File: src/rtl/video_pattern_gen.sv
// Raster timing generator with a selectable test pattern in the active area.
// Counters and the latched pattern settings advance in RUN; every output is
// a registered function of the counter state, so it lags the counters by one clock.
//
// state | meaning
// IDLE  | counters parked at 0, all outputs 0, waiting for en_i
// RUN   | raster running; en_i is only honoured at the end of a frame
module video_pattern_gen #(
  parameter int H_ACTIVE = 640,
  parameter int H_FP     = 16,
  parameter int H_SYNC   = 96,
  parameter int H_BP     = 48,
  parameter int V_ACTIVE = 480,
  parameter int V_FP     = 10,
  parameter int V_SYNC   = 2,
  parameter int V_BP     = 33
) (
  input  logic        clk,
  input  logic        rst,
  input  logic        en_i,
  input  logic [1:0]  mode_i,
  input  logic [23:0] solid_i,
  output logic [23:0] rgb_o,
  output logic        dv_o,
  output logic        hs_o,
  output logic        vs_o,
  output logic        line_end_o,
  output logic        frame_start_o
);

  localparam int H_TOTAL = H_ACTIVE + H_FP + H_SYNC + H_BP;
  localparam int V_TOTAL = V_ACTIVE + V_FP + V_SYNC + V_BP;
  // Counters are kept at least 8/6 bits wide so the ramp and checker bits exist
  // even for tiny rasters.
  localparam int HW  = ($clog2(H_TOTAL + 1) > 8) ? $clog2(H_TOTAL + 1) : 8;
  localparam int VW  = ($clog2(V_TOTAL + 1) > 6) ? $clog2(V_TOTAL + 1) : 6;
  localparam int BW  = H_ACTIVE / 8;
  localparam int BCW = ($clog2(BW) > 1) ? $clog2(BW) : 1;

  localparam logic [HW-1:0]  H_LAST    = HW'(H_TOTAL - 1);
  localparam logic [HW-1:0]  H_ACT     = HW'(H_ACTIVE);
  localparam logic [HW-1:0]  H_ACT_END = HW'(H_ACTIVE - 1);
  localparam logic [HW-1:0]  H_SYNC_S  = HW'(H_ACTIVE + H_FP);
  localparam logic [HW-1:0]  H_SYNC_E  = HW'(H_ACTIVE + H_FP + H_SYNC);
  localparam logic [VW-1:0]  V_LAST    = VW'(V_TOTAL - 1);
  localparam logic [VW-1:0]  V_ACT     = VW'(V_ACTIVE);
  localparam logic [VW-1:0]  V_SYNC_S  = VW'(V_ACTIVE + V_FP);
  localparam logic [VW-1:0]  V_SYNC_E  = VW'(V_ACTIVE + V_FP + V_SYNC);
  localparam logic [BCW-1:0] BAR_LAST  = BCW'(BW - 1);

  typedef enum logic {IDLE, RUN} state_t;

  state_t        state_q, state_d;
  logic [HW-1:0] h_cnt_q, h_cnt_d;
  logic [VW-1:0] v_cnt_q, v_cnt_d;
  logic [2:0]    bar_idx_q, bar_idx_d;
  logic [BCW-1:0] bar_px_q, bar_px_d;
  logic [1:0]    mode_q, mode_d;
  logic [23:0]   solid_q, solid_d;
  logic [23:0]   rgb_q, rgb_d;
  logic          dv_q, dv_d;
  logic          hs_q, hs_d;
  logic          vs_q, vs_d;
  logic          line_end_q, line_end_d;
  logic          frame_start_q, frame_start_d;

  logic          end_line;
  logic          end_frame;
  logic [23:0]   pattern;

  assign end_line  = (h_cnt_q == H_LAST);
  assign end_frame = end_line && (v_cnt_q == V_LAST);

  // Next-state: raster counters, bar index tracker, settings latch at frame boundaries.
  always_comb begin
    state_d   = state_q;
    h_cnt_d   = h_cnt_q;
    v_cnt_d   = v_cnt_q;
    bar_idx_d = bar_idx_q;
    bar_px_d  = bar_px_q;
    mode_d    = mode_q;
    solid_d   = solid_q;
    case (state_q)
      IDLE: begin
        h_cnt_d   = '0;
        v_cnt_d   = '0;
        bar_idx_d = '0;
        bar_px_d  = '0;
        if (en_i) begin
          state_d = RUN;
          mode_d  = mode_i;
          solid_d = solid_i;
        end
      end
      RUN: begin
        if (end_line) begin
          h_cnt_d   = '0;
          bar_idx_d = '0;
          bar_px_d  = '0;
          if (end_frame) begin
            v_cnt_d = '0;
            if (en_i) begin
              mode_d  = mode_i;
              solid_d = solid_i;
            end else begin
              state_d = IDLE;
            end
          end else begin
            v_cnt_d = v_cnt_q + VW'(1);
          end
        end else begin
          h_cnt_d = h_cnt_q + HW'(1);
          // Bar index steps every BW pixels without dividing h_cnt.
          if (bar_px_q == BAR_LAST) begin
            bar_px_d  = '0;
            bar_idx_d = bar_idx_q + 3'd1;
          end else begin
            bar_px_d = bar_px_q + BCW'(1);
          end
        end
      end
      default: state_d = IDLE;
    endcase
  end

  // Output decode: region flags and pattern from the current counter state.
  always_comb begin
    pattern = 24'h000000;
    case (mode_q)
      2'd0: begin
        case (bar_idx_q)
          3'd0:    pattern = 24'hFFFFFF;
          3'd1:    pattern = 24'hFFFF00;
          3'd2:    pattern = 24'h00FFFF;
          3'd3:    pattern = 24'h00FF00;
          3'd4:    pattern = 24'hFF00FF;
          3'd5:    pattern = 24'hFF0000;
          3'd6:    pattern = 24'h0000FF;
          default: pattern = 24'h000000;
        endcase
      end
      2'd1:    pattern = {3{h_cnt_q[7:0]}};
      2'd2:    pattern = (h_cnt_q[5] ^ v_cnt_q[5]) ? 24'h000000 : 24'hFFFFFF;
      default: pattern = solid_q;
    endcase
    dv_d          = (state_q == RUN) && (h_cnt_q < H_ACT) && (v_cnt_q < V_ACT);
    hs_d          = (state_q == RUN) && (h_cnt_q >= H_SYNC_S) && (h_cnt_q < H_SYNC_E);
    vs_d          = (state_q == RUN) && (v_cnt_q >= V_SYNC_S) && (v_cnt_q < V_SYNC_E);
    rgb_d         = dv_d ? pattern : 24'h000000;
    line_end_d    = dv_d && (h_cnt_q == H_ACT_END);
    frame_start_d = dv_d && (h_cnt_q == '0) && (v_cnt_q == '0);
  end

  // State, counter and settings registers.
  always_ff @(posedge clk or posedge rst) begin
    if (rst) begin
      state_q   <= IDLE;
      h_cnt_q   <= '0;
      v_cnt_q   <= '0;
      bar_idx_q <= '0;
      bar_px_q  <= '0;
      mode_q    <= '0;
      solid_q   <= '0;
    end else begin
      state_q   <= state_d;
      h_cnt_q   <= h_cnt_d;
      v_cnt_q   <= v_cnt_d;
      bar_idx_q <= bar_idx_d;
      bar_px_q  <= bar_px_d;
      mode_q    <= mode_d;
      solid_q   <= solid_d;
    end
  end

  // Registered pixel-side outputs.
  always_ff @(posedge clk or posedge rst) begin
    if (rst) begin
      rgb_q         <= '0;
      dv_q          <= 1'b0;
      hs_q          <= 1'b0;
      vs_q          <= 1'b0;
      line_end_q    <= 1'b0;
      frame_start_q <= 1'b0;
    end else begin
      rgb_q         <= rgb_d;
      dv_q          <= dv_d;
      hs_q          <= hs_d;
      vs_q          <= vs_d;
      line_end_q    <= line_end_d;
      frame_start_q <= frame_start_d;
    end
  end

  assign rgb_o         = rgb_q;
  assign dv_o          = dv_q;
  assign hs_o          = hs_q;
  assign vs_o          = vs_q;
  assign line_end_o    = line_end_q;
  assign frame_start_o = frame_start_q;

endmodule

File: config.mk
export PLATFORM = sky130hd
export DESIGN_NAME = video_pattern_gen
export DESIGN_NICKNAME = d
export VERILOG_FILES = /design/src/rtl/video_pattern_gen.sv
export SDC_FILE = /design/constraint.sdc
export NUM_CORES = 1
export LEC_CHECK = 0
export CAP_MARGIN = 20
export CORE_ASPECT_RATIO = 1.5
export CORE_MARGIN = 3
export CORE_UTILIZATION = 55
export CTS_CLUSTER_DIAMETER = 40
export DETAILED_ROUTE_END_ITERATION = 8
export PLACE_DENSITY_LB_ADDON = 0.2
export SYNTH_ARGS = -nofsm -noshare
export SYNTH_HDL_FRONTEND = slang
export SYNTH_SLANG_ARGS = --single-unit
File: constraint.sdc
create_clock -name clk -period 3.7 [get_ports clk]
set_input_delay 0.555 -clock clk [delete_from_list [all_inputs] [get_ports clk]]
set_output_delay 0.555 -clock clk [all_outputs]
set_load 0.005 [all_outputs]
==> PnR_summary.wiki, run 1 <==
{| class="wikitable"
! Metric !! Value
|-
| Power per unit of standard cell area || ~370 nW/um2
|-
| Post-route antenna net violation count || 0
|-
| Core footprint || between 7000 and 8000 um2
|-
| Post-place instance area || roughly 5000 um2
|-
| Final RePlAce weighted congestion || between 0.8 and 0.9
|-
| N_diodes || 0
|-
| Worst slack at placement || roughly 1.1 ns
|-
| Die width || approximately 79 um
|-
| Wire length of the first global-routing pass || 17400 um
|-
| Delay of the slowest critical-path stage || 0.72 ns
|-
| Final worst path period need || 2.62 ns
|-
| Flip-flop and latch area || roughly 2200 um2
|-
| Largest net degree at the start of global routing || between 50 and 60
|-
| Fraction of power consumed by combinational cells || 4.2%
|-
| Number of placed instances, taps included || 560
|-
| Global route overflow || 0
|-
| Int Pwr || about 1.5 mW
|-
| Worst Hold Class || flop to flop
|-
| Number of post-CTS setup repair buffers || 0
|-
| Utilization after layout || between 60 and 70%
|-
| Cell type contributing the most total cell area after synthesis || dfrtp_1
|-
| Post-synthesis instance area || 4350 um2
|-
| Number of slew-limit violations in the final report || 0
|-
| Top post-synthesis cells by area || dfrtp_1, o211ai_2, o211ai_1, nand2_1, nand2b_1
|-
| Fin Hold WS || 0.464 ns
|-
| Synth Net Count || between 400 and 500
|-
| Reg power frac || 48.8%
|-
| Port-buffer cells || between 50 and 60
|-
| Synth Area per Inst || between 10 and 15 um2
|-
| Ys async rst share || between 90% and 100%
|-
| Clock root cell || clkbuf_16
|-
| Number of warnings printed during yosys synthesis || 0
|-
| Leak pwr || just over 2 nW
|-
| Worst path top cell family by delay || compound AO/OA/AOI/OAI gates
|-
| Sum of net half-perimeters after detailed placement || 7100 um
|-
| Worst reg2reg startpoint || h_cnt_q[0]
|-
| Number of fill cells in the layout || between 600 and 700
|-
| Average wire per cell in the routed design || between 15 and 20 um
|-
| CP cell instances || ha_1 > nand4_1 > or3_1 > buf_4 > o21a_1 > buf_4 > o211ai_2
|-
| Resized Gates After CTS || 0
|-
| Post-CTS Hold Buffers || 0
|-
| CTS H-Tree Depth || 3
|-
| Switching portion of total power || between 20 and 25%
|-
| Post-synthesis register bit count || between 80 and 90
|-
| Mapped Cells || about 420
|-
| Area delta synth->final || 21.2%
|-
| Multi-input gate area || a little over 2000 um2
|-
| Clock-pin slew on the worst setup and hold paths || 0.06 ns
|-
| Critical-path cell with the highest stage delay || o21a_1
|-
| Critical path capture point type || flop
|-
| Number of standard cells in the layout, taps in and fillers out || 576
|-
| Initial Utilization || 56.7%
|-
| Worst-Margin Slew || 1.04 ns
|-
| Dominant synthesized flop cell || dfrtp_1
|-
| Chip height || 115 um
|-
| Peak supply drop || about 0.24 mV
|-
| Final worst-path cycle share || between 70 and 80%
|-
| Switching power || slightly below 400 uW
|-
| WP data arrival || 2.84 ns
|-
| Clk buf depth || 2
|-
| Pwr Total || between 1.5 and 2 mW
|-
| Clock net sink count || 86
|-
| CTS tree || yes
|-
| Final worst-path setup slack || roughly 1.1 ns
|-
| Final standard cell area without fillers || around 5300 um2
|-
| Final total negative setup slack || 0 ns
|-
| Residual DRC || 0
|-
| Total vias in the final route || around 3.5k
|-
| DRC marker count from the first detailed-route iteration || between 300 and 400
|-
| Unrepaired setup endpoints after global routing || false
|-
| Start point of the worst min-delay path || bar_px_q[0]
|-
| Peak Freq || around 380 MHz
|-
| Maximum fanout along the worst path || 33
|-
| Seq/Total Area, Yosys || around half
|-
| Final Hold Viols || 0
|-
| Vias per std cell || slightly above 6
|-
| Share of post-route cells with drive strength above 1 || between 10% and 20%
|-
| Drt total wl || ~10000 um
|-
| Status || finished clean
|-
| Layout Skew || between 0.004 and 0.005 ns
|-
| Tightest slew margin relative to the limit || between 20% and 30%
|-
| I/O pin cnt || slightly below 60
|-
| Initial antenna violation count || 0
|-
| Post-synthesis cell type count || between 40 and 50
|-
| Endpoints failing setup || 0
|-
| Startpoint class of the critical path || flop
|-
| Setup CP Type || flop to flop
|-
| Post-synth EDFFs || 0
|-
| Total iterations of the first detailed-routing run || 5
|-
| Critical Path Most Common Cell || buf_4
|-
| Clock network power share || 47.0%
|-
| Synth top area share || between 40% and 50%
|-
| Cell Rows || 39
|-
| Worst-Skew Late Latency || approximately 0.34 ns
|-
| Startpoint of the most critical setup path || h_cnt_q[0]
|-
| Clock buffers created by TritonCTS || 9
|-
| Floorplan die area || roughly 9000 um2
|-
| Required @ worst endpoint || between 3 and 4 ns
|-
| Count of maximum capacitance violations || 0
|-
| GRT Resource Usage Total || about a quarter
|-
| WP buf/inv || 2
|-
| Number of global-route vias before repair || roughly 3.4k
|-
| Number of nets in the layout || between 500 and 600
|}
## per-layer routing
metal | global-route usage [%] | vias to the layer above | part of all wire [%]
met5 | 0 | - | 0
met4 | 10.3 | 0 | 3.1
met3 | 4.31 | 26 | 4.7
met2 | 41.7 | 132 | 51
met1 | 30.7 | 1764 | 41
li1 | - | 1624 | -
## area by class of cell
cell class                 count  share of cell area, %
clock buffer                  12                   4.87
clock inverter                 4                  0.855
inverter                       9                  0.665
multi-input combinational    297                   38.2
sequential                    86                   40.8
tap                          102                   2.42
timing repair buffer          66                   12.1
## cells by family (layout without fill, tap and decap cells)
group,after synthesis,in the layout,synth area share (%)
simple gates,160,160,19.0
compound gates,112,112,21.3
flops,86,86,49.5
buf+inv,41,91,4.23
xor+xnor,14,14,2.82
fa+ha+maj,10,10,2.88
mux,1,1,0.230
## power by group through the flow
stage               Sequential (mW)  Combinational (mW)  Clock, mW
floorplan                     0.958              0.0399          0
global placement              0.958              0.0811          0
detailed placement            0.958              0.0823          0
CTS                           0.940              0.0827      0.921
global route                  0.940              0.0896      0.957
finish                        0.941              0.0810      0.907
## synthesized netlist by cell type, types with 5 or more instances
master and instances:
o21ai_0 15, a31oi_1 8, ha_1 10, a21oi_1 9, nand2b_1 30, o211ai_2 20, nand4_1 6, or3_1 6
nor4_1 5, nor3_1 6, buf_2 6, nor2_1 18, o211ai_1 32, o221a_2 16, clkbuf_1 23, dfrtp_1 86
nand2_1 52, nand3_1 12, inv_1 9, xor2_1 10
## worst paths after layout
kind / end / slack (ns) / cells past startpoint
max in group asynchronous: rgb_o[1] / 2.34 / 3
max: solid_q[5] / 1.08 / 7
min in group asynchronous: bar_idx_q[0] / 0.59 / 2
min: bar_px_q[0] / 0.46 / 1
max reg2reg: solid_q[5] / 1.08 / 7
min reg2reg: bar_px_q[0] / 0.46 / 1
## cell usage in the layout, fill, tap and decap left out, drive strengths merged, types with 3 or more instances in the layout
| cell | instances |
|---|---|
| nor2 | 18 |
| and2 | 5 |
| or4 | 3 |
| xnor2 | 4 |
| nor3 | 6 |
| o211ai | 52 |
| clkbuf | 12 |
| o221a | 16 |
| xor2 | 10 |
| or3 | 6 |
| nand3 | 12 |
| clkdlybuf4s50 | 57 |
| nor2b | 3 |
| nand4 | 6 |
| dfrtp | 86 |
| inv | 8 |
| a31oi | 8 |
| a21oi | 9 |
| clkinv | 4 |
| and3 | 4 |
| ha | 10 |
| buf | 9 |
| o21ai | 18 |
| nand2 | 52 |
| nor4 | 5 |
| nand2b | 30 |
## registers in the layout, indices dropped and copies added, names as in the netlist
signal         count
rgb_o             24
solid_q           24
h_cnt_q           10
v_cnt_q           10
bar_px_q           7
bar_idx_q          3
mode_q             2
dv_o               1
frame_start_o      1
hs_o               1
line_end_o         1
state_q            1
vs_o               1
Note: power is estimated with default switching activity, not from simulation.
==> run 2: changes to the inputs <==
CORE_UTILIZATION = 50   (was 55)
clock period = 2.25 ns   (was 3.7 ns; I/O delays follow)
==> run 2 against run 1 <==
Compared with the run above: power rose by 75%; sequential power rose by 65%; sequential share of layout area fell by 1.2 points; non-clock buffer count rose by 11; critical path type unchanged; largest power group is now clock.
==> PnR_summary.wiki, run 2 (synthesis gave the netlist of run 1 again) <==
{| class="wikitable"
! Metric !! Value
|-
| Drt total wl || around 10000 um
|-
| Clock buffers created by TritonCTS || 9
|-
| Most used cells in the layout excluding fill and tap cells || dfrtp_1, clkdlybuf4s50_1, nand2_1
|-
| Maximum fanout along the worst path || 17
|-
| Pwr Total || roughly 3.4 mW
|-
| Post-route antenna net violation count || 0
|-
| Fin Hold WS || ~0.40 ns
|-
| Final worst path period need || ~2.1 ns
|-
| Cell Rows || just over 40
|-
| Clock-pin slew on the worst setup and hold paths || about 0.06 ns
|-
| Critical register-to-register path endpoint || v_cnt_q[8]
|-
| Final total negative setup slack || 0 ns
|-
| Sum of net half-perimeters after detailed placement || slightly above 7000 um
|-
| Post-CTS Hold Buffers || 0
|-
| Leak pwr || around 2.1 nW
|-
| Required @ worst endpoint || around 2.5 ns
|-
| Chip height || 120 um
|-
| Power per unit of standard cell area || 620 nW/um2
|-
| N_diodes || 0
|-
| Final standard cell area without fillers || 5440 um2
|-
| Wire length of the first global-routing pass || about 17000 um
|-
| Largest net degree at the start of global routing || 54
|-
| Startpoint of the most critical setup path || h_cnt_q[1]
|-
| Floorplan die area || a little under 10000 um2
|-
| CTS tree || yes
|-
| Number of post-CTS setup repair buffers || 0
|-
| Worst slack at placement || about 0.15 ns
|-
| Worst-Skew Late Latency || approximately 0.34 ns
|-
| Port-buffer cells || between 50 and 60
|-
| I/O pin cnt || a little under 60
|-
| Most common cell after layout, fill and taps aside || dfrtp_1
|-
| Number of nets in the layout || roughly 520
|-
| Number of standard cells in the layout, taps in and fillers out || 591
|-
| Clock root cell || clkbuf_16
|-
| Count of maximum capacitance violations || 0
|-
| Worst setup endpoint || v_cnt_q[8]
|-
| Worst-Margin Slew || just under 0.7 ns
|-
| Area delta synth->final || 25.1%
|-
| Die width || between 80 and 90 um
|-
| Total vias in the final route || about 3.5k
|-
| Clk buf depth || 2
|-
| Number of global-route vias before repair || 3530
|-
| Final RePlAce weighted congestion || 0.853
|-
| Post-place instance area || 5100 um2
|-
| Setup CP Type || flop to flop
|-
| Peak Freq || between 400 and 500 MHz
|-
| Vias per std cell || 5.86
|-
| Final worst-path setup slack || between 0.1 and 0.15 ns
|-
| Clock net sink count || 86
|-
| GRT Resource Usage Total || 22.7%
|-
| Status || finished clean
|-
| Cell depth of the worst flop-to-flop path || 5
|-
| Core footprint || between 8000 and 9000 um2
|-
| Layout Skew || just under 0.007 ns
|-
| Critical path capture point type || flop
|-
| Utilization after layout || 64.6%
|-
| Endpoints failing setup || 0
|-
| WP data arrival || between 2 and 2.5 ns
|-
| Average wire per cell in the routed design || roughly 18 um
|-
| Global route overflow || 0
|-
| Worst Hold Class || input pin to async pin
|-
| DRC marker count from the first detailed-route iteration || around 230
|-
| Startpoint class of the critical path || flop
|-
| Number of placed instances, taps included || roughly 580
|-
| Worst setup slack for register-to-register paths || ~0.13 ns
|-
| Initial Utilization || between 50 and 60%
|-
| Residual DRC || 0
|-
| Final worst-path cycle share || 94.1%
|-
| Initial antenna violation count || 0
|-
| Resized Gates After CTS || 0
|-
| Final Hold Viols || 0
|-
| Number of slew-limit violations in the final report || 0
|-
| Worst reg2reg startpoint || h_cnt_q[1]
|-
| Tightest slew margin relative to the limit || between 50 and 60%
|-
| Peak supply drop || approximately 0.42 mV
|-
| Unrepaired setup endpoints after global routing || false
|-
| Share of post-route cells with drive strength above 1 || 15.7%
|-
| CTS H-Tree Depth || 3
|-
| Total iterations of the first detailed-routing run || 5
|}
run 2: changes by cell type in the layout (fill, tap and decap cells not counted), sizes merged:
cell,before,now
clkbuf,12,11
clkinvlp,0,1
clkinv,4,1
buf,9,20
bufinv,1,3
run 2: metal layers:
layer  global-route usage [%]  up-vias  part of all wire (%)
met5                        0        -                     0
met4                     11.1        0                   3.2
met3                     4.55       23                   4.6
met2                     38.2       94                    53
met1                     27.0     1691                    39
li1                         -     1653                     -
run 2: power breakdown:
group	total (mW)	switching, mW	internal, mW
Clock	1.69	0.580	1.11
Combinational	0.137	0.0693	0.0679
Sequential	1.55	0	1.55
Total	3.37	0.649	2.72
run 2: final cells by class:
cell class              instances  area (um2)
clock buffers                  11         243
clock inverters                 4        95.1
fillers                       685        2980
inverters                       9        37.5
multi-input cells             297        2020
flip-flops and latches         86        2150
well taps                     107         134
repair buffers                 77         758
run 2: worst min path at each step:
stage / startpoint / depth (start not counted) / to / slack (ns)
6_report: rst / 2 / hs_o / 0.40
5_1_grt: rst / 2 / hs_o / 0.44
4_1_cts: rst / 2 / bar_px_q[1] / 0.42
3_5_place_dp: bar_px_q[0] / 1 / bar_px_q[0] / 0.45
3_3_place_gp: bar_px_q[0] / 1 / bar_px_q[0] / 0.44
2_1_floorplan: bar_px_q[0] / 1 / bar_px_q[0] / 0.43
run 2: critical path, stage by stage (launching register included):
cell	delay, ns
dfrtp_1	0.43
ha_1	0.24
nand4_1	0.17
o31a_2	0.50
or4_1	0.53
a21oi_1	0.17
